$ cat config.mk
export PLATFORM = sky130hd
export DESIGN_NAME = life_frame_reader_flat
export DESIGN_NICKNAME = d
export VERILOG_FILES = /design/src/rtl/life_stream_if.sv /design/src/rtl/life_frame_reader.sv /design/src/flat_wrapper.sv
export SDC_FILE = /design/constraint.sdc
export NUM_CORES = 1
export LEC_CHECK = 0
export BUFFER_PORTS_ARGS = -buffer_cell sky130_fd_sc_hd__buf_2
export CAP_MARGIN = 25
export CORE_MARGIN = 2
export CORE_UTILIZATION = 47
export CTS_BUF_LIST = sky130_fd_sc_hd__clkbuf_4 sky130_fd_sc_hd__clkbuf_8
export CTS_CLUSTER_DIAMETER = 80
export DETAILED_ROUTE_END_ITERATION = 7
export PLACE_DENSITY = 0.78
export SLEW_MARGIN = 40
export SYNTH_ARGS = -nofsm -noshare
export SYNTH_HDL_FRONTEND = slang
export SYNTH_SLANG_ARGS = --single-unit
export TNS_END_PERCENT = 20
$ cat constraint.sdc
create_clock -name clk_i -period 1.6 [get_ports clk_i]
set_input_delay 0.32 -clock clk_i [delete_from_list [all_inputs] [get_ports clk_i]]
set_output_delay 0.32 -clock clk_i [all_outputs]
set_load 0.01 [all_outputs]
$ cat src/rtl/life_stream_if.sv
// Row stream from the life frame reader to downstream consumers (valid/ready).
interface life_stream_if #(
  parameter int WIDTH = 16,
  parameter int ROWS  = 16
);
  localparam int RW = $clog2(ROWS);

  logic [WIDTH-1:0] data;
  logic [RW-1:0]    row;
  logic             valid;
  logic             ready;
  logic             last;
  logic             changed;

  modport master (output data, row, valid, last, changed, input ready);
  modport slave  (input data, row, valid, last, changed, output ready);
endinterface

$ cat src/rtl/life_frame_reader.sv
// Scans every row of the life array on start and streams them out with valid/ready.
// Optional per-row / per-frame change flags are built when LIFE_DIFF_FLAG_EN is defined.
module life_frame_reader #(
  parameter  int ROWS  = 16,
  parameter  int WIDTH = 16,
  localparam int RW    = $clog2(ROWS)
) (
  input  logic             clk_i,
  input  logic             reset_ni,
  input  logic             start_i,
  output logic             busy_o,
  output logic             done_o,
  output logic [RW-1:0]    valo_selector_o,
  input  logic [WIDTH-1:0] valo_i,
  input  logic [WIDTH-1:0] valo_prev_i,
  output logic             frame_changed_o,
  life_stream_if.master    m
);

  typedef enum logic [2:0] {S_IDLE, S_ADDR, S_CAP, S_SEND, S_DONE} state_t;

  localparam logic [RW-1:0] LAST_ROW = RW'(ROWS - 1);

  state_t           state_q, state_d;
  logic [RW-1:0]    row_q, row_d;
  logic [RW-1:0]    sel_q, sel_d;
  logic [WIDTH-1:0] data_q, data_d;
  logic [RW-1:0]    mrow_q, mrow_d;
  logic             last_q, last_d;
  logic             chg_q, chg_d;
  logic             fchg_q, fchg_d;
  logic             row_diff;

`ifdef LIFE_DIFF_FLAG_EN
  assign row_diff = (valo_i != valo_prev_i);
`else
  // Previous generation is not needed without the change flags.
  logic unused_prev;
  assign unused_prev = ^valo_prev_i;
  assign row_diff    = 1'b0;
`endif

  always_ff @(posedge clk_i) begin
    if (!reset_ni) begin
      state_q <= S_IDLE;
      row_q   <= '0;
      sel_q   <= '0;
      data_q  <= '0;
      mrow_q  <= '0;
      last_q  <= 1'b0;
      chg_q   <= 1'b0;
      fchg_q  <= 1'b0;
    end else begin
      state_q <= state_d;
      row_q   <= row_d;
      sel_q   <= sel_d;
      data_q  <= data_d;
      mrow_q  <= mrow_d;
      last_q  <= last_d;
      chg_q   <= chg_d;
      fchg_q  <= fchg_d;
    end
  end

  always_comb begin
    state_d = state_q;
    row_d   = row_q;
    sel_d   = sel_q;
    data_d  = data_q;
    mrow_d  = mrow_q;
    last_d  = last_q;
    chg_d   = chg_q;
    fchg_d  = fchg_q;
    unique case (state_q)
      S_IDLE: if (start_i) begin
        row_d   = '0;
        fchg_d  = 1'b0;
        state_d = S_ADDR;
      end
      // Selector is registered here so the array mux settles during CAPTURE.
      S_ADDR: begin
        sel_d   = row_q;
        state_d = S_CAP;
      end
      S_CAP: begin
        data_d  = valo_i;
        mrow_d  = row_q;
        last_d  = (row_q == LAST_ROW);
        chg_d   = row_diff;
        state_d = S_SEND;
      end
      S_SEND: if (m.ready) begin
        fchg_d = fchg_q | chg_q;
        if (row_q == LAST_ROW) begin
          state_d = S_DONE;
        end else begin
          row_d   = row_q + RW'(1);
          state_d = S_ADDR;
        end
      end
      S_DONE: state_d = S_IDLE;
      default: state_d = S_IDLE;
    endcase
  end

  assign busy_o          = (state_q != S_IDLE);
  assign done_o          = (state_q == S_DONE);
  assign valo_selector_o = sel_q;
  assign frame_changed_o = fchg_q;
  assign m.valid         = (state_q == S_SEND);
  assign m.data          = data_q;
  assign m.row           = mrow_q;
  assign m.last          = last_q;
  assign m.changed       = chg_q;

endmodule

$ cat src/flat_wrapper.sv
// flat-port wrapper written by rule: the top's interface ports become plain ports
module life_frame_reader_flat 
#(
  parameter  int ROWS  = 16,
  parameter  int WIDTH = 16,
  localparam int RW    = $clog2(ROWS)
)
  (clk_i, reset_ni, start_i, busy_o, done_o, valo_selector_o, valo_i, valo_prev_i, frame_changed_o, m_data, m_row, m_valid, m_last, m_changed, m_ready);
  life_stream_if #(.WIDTH(WIDTH), .ROWS(ROWS)) m_i ();
  input  logic clk_i;
  input  logic reset_ni;
  input  logic start_i;
  output logic busy_o;
  output logic done_o;
  output logic [RW-1:0] valo_selector_o;
  input  logic [WIDTH-1:0] valo_i;
  input  logic [WIDTH-1:0] valo_prev_i;
  output logic frame_changed_o;
  output wire logic [$bits(m_i.data)-1:0] m_data;
  output wire logic [$bits(m_i.row)-1:0] m_row;
  output wire logic [$bits(m_i.valid)-1:0] m_valid;
  output wire logic [$bits(m_i.last)-1:0] m_last;
  output wire logic [$bits(m_i.changed)-1:0] m_changed;
  input wire logic [$bits(m_i.ready)-1:0] m_ready;
  assign m_data = m_i.data;
  assign m_row = m_i.row;
  assign m_valid = m_i.valid;
  assign m_last = m_i.last;
  assign m_changed = m_i.changed;
  assign m_i.ready = m_ready;
  life_frame_reader #(.ROWS(ROWS), .WIDTH(WIDTH)) u_core (.clk_i(clk_i), .reset_ni(reset_ni), .start_i(start_i), .busy_o(busy_o), .done_o(done_o), .valo_selector_o(valo_selector_o), .valo_i(valo_i), .valo_prev_i(valo_prev_i), .frame_changed_o(frame_changed_o), .m(m_i));
endmodule
==> results by group, run 1 <==
Drt
  • Initial drt markers: 19
  • Drt drc: 0
  • Initial DRT Pass Iterations: 4
  • Final WL: approximately 2900 um
  • Drt via density: 5.21
  • WL per Instance: roughly 12 um
  • Final ANT Viol Nets: 0
  • Via count of the routed design: 1193

Setup path
  • Top delay family on crit path: flip-flops
  • Crit path capture type: primary output
  • Crit-path cells: buf_6 -> or3_1 -> buf_2
  • CP Launch Point: u_core.state_q[1]
  • CP Launch Type: flip-flop
  • Slowest cell on the critical path: dfxtp_4
  • FF-to-FF Start: u_core.row_q[0]
  • WS Path Type: reg2out
  • CP required: around 1.3 ns
  • CP bufs+invs: 2
  • Max FO, Critical Path: 8
  • Slowest cell delay on critical path: 0.36 ns
  • Arrival time of the worst setup path: about 1.2 ns

Finish
  • P&R area growth vs syn: 23.9%
  • Commonest non-fill, non-tap cell in the layout: buf_2
  • Ant diodes: 0
  • Commonest non-fill, non-tap cells in the layout: buf_2, nand2_1, dfxtp_1
  • Fraction of final layout cells sized beyond drive strength 1: 0.333
  • Final #Nets: roughly 230

Logic synthesis
  • Seq/Total Area, Yosys: 0.473
  • Synthesized area: between 0.001 and 0.0015 mm2
  • FFs w/ async S/R, synth: 0
  • Synth Flop Type: dfxtp_1
  • Synth area leader: dfxtp_1
  • Post-synth top area share: 0.473
  • Avg Cell Area, Syn: 8.97 um2
  • Synth Instances: about 150
  • Synth cell types: 32
  • Post-synth EDFFs: 0
  • Yosys Warn Count: 0
  • Flops & latches, synth: 32
  • Top cells by area, synth: dfxtp_1, nand2_1, a21boi_0

Power and ir drop
  • Pleak: around 0.76 nW
  • PD cells: approximately 1000 mW/mm2
  • Power share of the sequential group: 0.505
  • Logic pwr share: 0.131
  • Tot Pwr: 1.69 mW
  • Pint: roughly 1.3 mW
  • Sw frac: 0.244
  • Clock power frac: 0.364
  • Switch Pwr: 0.411 mW
  • Maximum vdd ir drop: slightly above 0.9 mV

Timing
  • Final Hold Fails: 0
  • Tcrit/Tclk final: 0.972
  • RSZ-0062 raised after global routing: yes
  • Layout Skew: 0.0118 ns
  • Maximum clock frequency: around 640 MHz
  • Hold slack: around 0.22 ns
  • Slew Viols, Final: 0
  • Sum of negative setup slack: 0 ns
  • Final Setup Violations: 0
  • Post-route minimum period: between 1.5 and 2 ns

GRT
  • Busiest layer in global routing: met2
  • Global Route Usage Sum: 0.185
  • Met2 usage in global routing: 0.334
  • Global route total overflow: 0
  • First-pass GRT wire length: about 4700 um
  • Initial antenna violation count: 0
  • Vias in the first global route: 1068
  • GRT met3 Usage: 0.0692
  • GR Layer Usage met1: 0.198
  • Pin count of the biggest net entering global routing: 22

Clock tree
  • Hold-fix buffers, CTS: 0
  • Clock Sinks: 32
  • CTS root buf: clkbuf_4
  • CTS tree: yes
  • Maximum clock path buffer count: 2
  • Htree depth: 2
  • Clk slew on worst S/H paths: roughly 0.1 ns
  • Worst-skew pair later-pin latency: approximately 0.33 ns
  • Total CTS buffers: 5

Job
  • MaxCap Viol Count: 0

Floorplanning
  • Die H: about 58 um
  • Die area: about 0.0033 mm2
  • Num rows: 19
  • Initial Util: 0.491
  • # IOs: 66
  • Core Footprint: ~0.0028 mm2
  • Die W: ~58 um

Placement
  • RePlAce Congestion: 0.801
  • # port buffers: 47
  • Hpwl dp: 2050 um

Hold path
  • HP Class: in2reg
  • Hold_sp: valo_i[0]

Outcome
  • Status: finished clean
## cell type report
cell class                 instances  area [um2]
clock buffer                       6        45.0
clock inverter                     2        35.0
fill                             245        1080
multi-input combinational        107         644
sequential                        32         647
tap                               31        38.8
timing repair buffer              51         269
## logic make-up (layout without fill, tap and decap cells)
family | after synthesis | count (layout) | share of synthesized area
other | 1 | 2 | 0.00277
adder cells (fa/ha/maj) | 1 | 1 | 0.00923
multiplexers | 4 | 4 | 0.0295
AND/OR/NAND/NOR | 68 | 68 | 0.255
AO/OA/AOI/OAI | 32 | 32 | 0.175
flip-flops | 32 | 32 | 0.473
buffers and inverters | 13 | 59 | 0.0563
## layer usage
metal / part of all wire / wire (um)
met3: 0.077 / 221
met1: 0.40 / 1130
met5: 0 / 0
met4: 0.011 / 32
met2: 0.51 / 1470
## registers in the layout, indices dropped and copies added, names as in the netlist
name and flops:
u_core.row_q 4, u_core.m.data 16, u_core.m.last 1, u_core.valo_selector_o 4, u_core.m.row 4, u_core.state_q 3
## synthesized netlist by cell type, types with 2 or more instances
| cell | count |
|---|---|
| nand2_1 | 42 |
| dfxtp_1 | 32 |
| a21boi_0 | 18 |
| a21boi_1 | 4 |
| a31oi_1 | 4 |
| buf_2 | 4 |
| buf_4 | 4 |
| mux2i_1 | 4 |
| nor2b_1 | 4 |
| and3_1 | 3 |
| clkbuf_1 | 3 |
| nand2b_1 | 3 |
| nor2_1 | 3 |
| nor3b_1 | 2 |
| nor3b_2 | 2 |
| o211ai_1 | 2 |
| or3_1 | 2 |
## through the flow
step | std cells | utilization | worst slack, ns | cell area, um2
floorplan | 152 | - | 0.211 | 1360
global placement | 220 | 0.573 | 0.191 | 1580
detailed placement | 220 | 0.573 | 0.0859 | 1580
CTS | 229 | 0.606 | 0.00431 | 1670
global route | 229 | 0.609 | -0.0401 | 1680
finish | 229 | 0.609 | 0.0441 | 1680
## worst register-to-register path: stages (launching register included)
cell and delay, ns:
dfxtp_1 0.37, ha_1 0.25, and3_1 0.27, or3_1 0.36, a21boi_1 0.13
## power groups by stage
stage / Sequential [mW] / Combinational (mW) / Clock (mW)
2_1_floorplan: 0.875 / 0.135 / 0
3_3_place_gp: 0.868 / 0.201 / 0
3_5_place_dp: 0.872 / 0.211 / 0
4_1_cts: 0.851 / 0.219 / 0.627
5_1_grt: 0.856 / 0.244 / 0.682
6_report: 0.852 / 0.220 / 0.614
## repair_timing
action,in CTS,in global routing
buffers inserted,1,0
endpoints found under the setup margin,1,3
gates cloned,0,0
gates resized for setup,3,3
## path summary, 6_finish.rpt
path                       to  slack (ns)  depth (start not counted)
min          u_core.m.data[0]        0.22                          3
min reg2reg  u_core.m.data[3]        0.47                          2
max reg2reg   u_core.row_q[0]        0.16                          4
max                    busy_o        0.04                          3
No activity file was read; power rests on OpenSTA's default activity.
==> run 2: changes to the inputs <==
- BUFFER_PORTS_ARGS: -buffer_cell sky130_fd_sc_hd__buf_2 -> not set
- CORE_UTILIZATION: 47 -> 69
- DONT_BUFFER_PORTS: not set -> 1
- PLACE_DENSITY: 0.78 -> 0.82
- clock period: 1.6 -> 1.8 ns (I/O delays scaled with it)
==> run 2 against run 1 <==
Compared with the run above: setup slack better by 0.21 ns; die area down 30%; utilization up 13 points; via count down 16%; hold slack worse by 0.060 ns; combinational power down 46%; global-route usage up 4.2 points; cell area down 17%; non-clock buffer count down 49; critical path type unchanged; critical path depth down 2; sequential share of layout area up 7.3 points.
==> results by group, run 2 (synthesis results as in run 1) <==
Job
  • MaxCap Viol Count: 0 (unchanged)

Finish
  • Fraction of final layout cells sized beyond drive strength 1: 0.0940 (-0.239)
  • Register area: 641 um2 (-0.97%)
  • # fillers: 148 (-40%)
  • Ant diodes: 0 (unchanged)
  • P&R area growth vs syn: 3.14%
  • Max FFs per register: 16 (unchanged)
  • Final #Nets: 185 (-21%)
  • Footprint of the multi-input gates: 642 um2 (-0.39%)
  • Final instance area: 0.00140 mm2 (-17%)
  • Commonest non-fill, non-tap cell in the layout: nand2_1
  • Commonest non-fill, non-tap cells in the layout: nand2_1, dfxtp_1, a21boi_0

Setup path
  • Worst r2r path cells: 3 (-1)
  • Crit-path cells: nor3b_1
  • Crit path capture type: primary output
  • CP required: 1.44 ns (+0.16 ns)
  • FF-to-FF Start: u_core.state_q[0]
  • Max FO, Critical Path: 10 (+2)
  • Slowest cell on the critical path: dfxtp_1
  • R2R Path End: u_core.m.data[9]
  • CP Launch Point: u_core.state_q[2]
  • CP Launch Type: flip-flop
  • CP bufs+invs: 0 (-2)
  • Slowest cell delay on critical path: 0.50 ns (+0.14 ns)
  • Top delay family on crit path: flip-flops
  • R2r setup slk: 0.32 ns (+0.16 ns)
  • Arrival time of the worst setup path: 1.19 ns (-0.05 ns)
  • WS Path Type: reg2out

Clock tree
  • Maximum clock path buffer count: 2 (unchanged)
  • Htree depth: 2 (unchanged)
  • Hold-fix buffers, CTS: 0 (unchanged)
  • Total CTS buffers: 5 (unchanged)
  • Clock Sinks: 32 (unchanged)
  • Clk slew on worst S/H paths: 0.10 ns (about the same)
  • CTS tree: yes
  • Post-CTS setup buffers: 0 (-1)
  • Resize count post-CTS: 0 (-3)
  • CTS root buf: clkbuf_4
  • Worst-skew pair later-pin latency: 0.32 ns (about the same)

Timing
  • Hold slack: 0.158 ns (-0.0602 ns)
  • Maximum clock frequency: about 650 MHz
  • RSZ-0062 raised after global routing: no
  • Layout Skew: 0.0125 ns (+0.000693 ns)
  • Post-route minimum period: between 1.5 and 2 ns
  • Final Hold Fails: 0 (unchanged)
  • Final setup margin: 0.251 ns (+0.207 ns)
  • Tcrit/Tclk final: 0.861
  • Slew Viols, Final: 0 (unchanged)
  • Final Setup Violations: 0 (unchanged)
  • Sum of negative setup slack: 0 ns (unchanged)

Power and ir drop
  • PD cells: 949 mW/mm2 (-5.5%)
  • Tot Pwr: 1.33 mW (-21%)
  • Maximum vdd ir drop: 0.594 mV (-35%)
  • Pleak: 0.513 nW (-32%)

GRT
  • Initial antenna violation count: 0 (unchanged)
  • First-pass GRT wire length: 4150 um (-11%)
  • Pin count of the biggest net entering global routing: 31 (+41%)
  • Global route total overflow: 0 (unchanged)
  • Global Route Usage Sum: 0.227 (+0.0418)
  • Vias in the first global route: 971 (-9.1%)

Placement
  • RePlAce Congestion: 0.693 (-13%)
  • Hpwl dp: 1680 um (-18%)
  • # port buffers: 0 (-100%)
  • Placement Setup Slack: 0.328 ns (+0.242 ns)
  • Post-Place Cell Area: 0.00133 mm2 (-16%)

Floorplanning
  • Initial Util: 0.713 (+0.221)
  • Num rows: 16 (-3)
  • Die area: 0.00233 mm2 (-30%)
  • Die W: 48.3 um (-16%)
  • # IOs: 66 (unchanged)
  • Core Footprint: 0.00190 mm2 (-31%)
  • Die H: 48.3 um (-16%)

Drt
  • Drt drc: 0 (unchanged)
  • Final ANT Viol Nets: 0 (unchanged)
  • Drt via density: 5.68 (+9.1%)
  • Initial drt markers: 8 (-11)
  • WL per Instance: 13.6 um (+9.4%)
  • Via count of the routed design: 1000 (-16%)
  • Final WL: 2400 um (-16%)
  • Initial DRT Pass Iterations: 4 (unchanged)

Hold path
  • WHS Endpoint: u_core.row_q[1]
  • Hold_sp: reset_ni
  • Hold depth: 1 (-2)
  • HP Class: in2reg

Outcome
  • Status: finished clean
[run 2: cell count changes in the layout (fill, tap and decap cells not counted), sizes merged]
cell	change
bufinv	-1
clkbuf	+2
clkinv	-1
buf	-49
[run 2: cell type report]
type	instances	area share
flip-flops and latches	32	0.458
multi-input cells	107	0.459
well taps	27	0.0242
clock buffers	8	0.0474
repair buffers	2	0.0107
[run 2: where the power goes]
group	switching, mW	internal [mW]	leakage (nW)	total (mW)
logic	0.0674	0.0513	0.214	0.119
clock network	0.215	0.223	0.0394	0.437
registers	0.0338	0.736	0.260	0.770
total	0.316	1.01	0.513	1.33
[run 2: worst max path at each step]
stage | to | cells past startpoint
2_1_floorplan | u_core.row_q[0] | 5
3_3_place_gp | u_core.m.data[13] | 3
3_5_place_dp | u_core.m.data[9] | 3
4_1_cts | done_o | 1
5_1_grt | done_o | 1
6_report | done_o | 1
[run 2: per-stage QoR]
step / util / std cells
2_1_floorplan: - / 152
3_3_place_gp: 0.700 / 168
3_5_place_dp: 0.700 / 168
4_1_cts: 0.735 / 176
5_1_grt: 0.735 / 176
6_report: 0.735 / 176
[run 2: worst register-to-register path, stage by stage, from the launching register on]
cell and delay [ns]:
dfxtp_1 0.42, or3b_2 0.71, nand2_1 0.15, a21boi_0 0.09
[run 2: metal layers]
layer	vias up	part of all wire	GRT usage
li1	502	-	-
met1	462	0.42	0.242
met2	34	0.50	0.400
met3	2	0.075	0.102
met4	0	0.0050	0.0714
met5	-	0	0
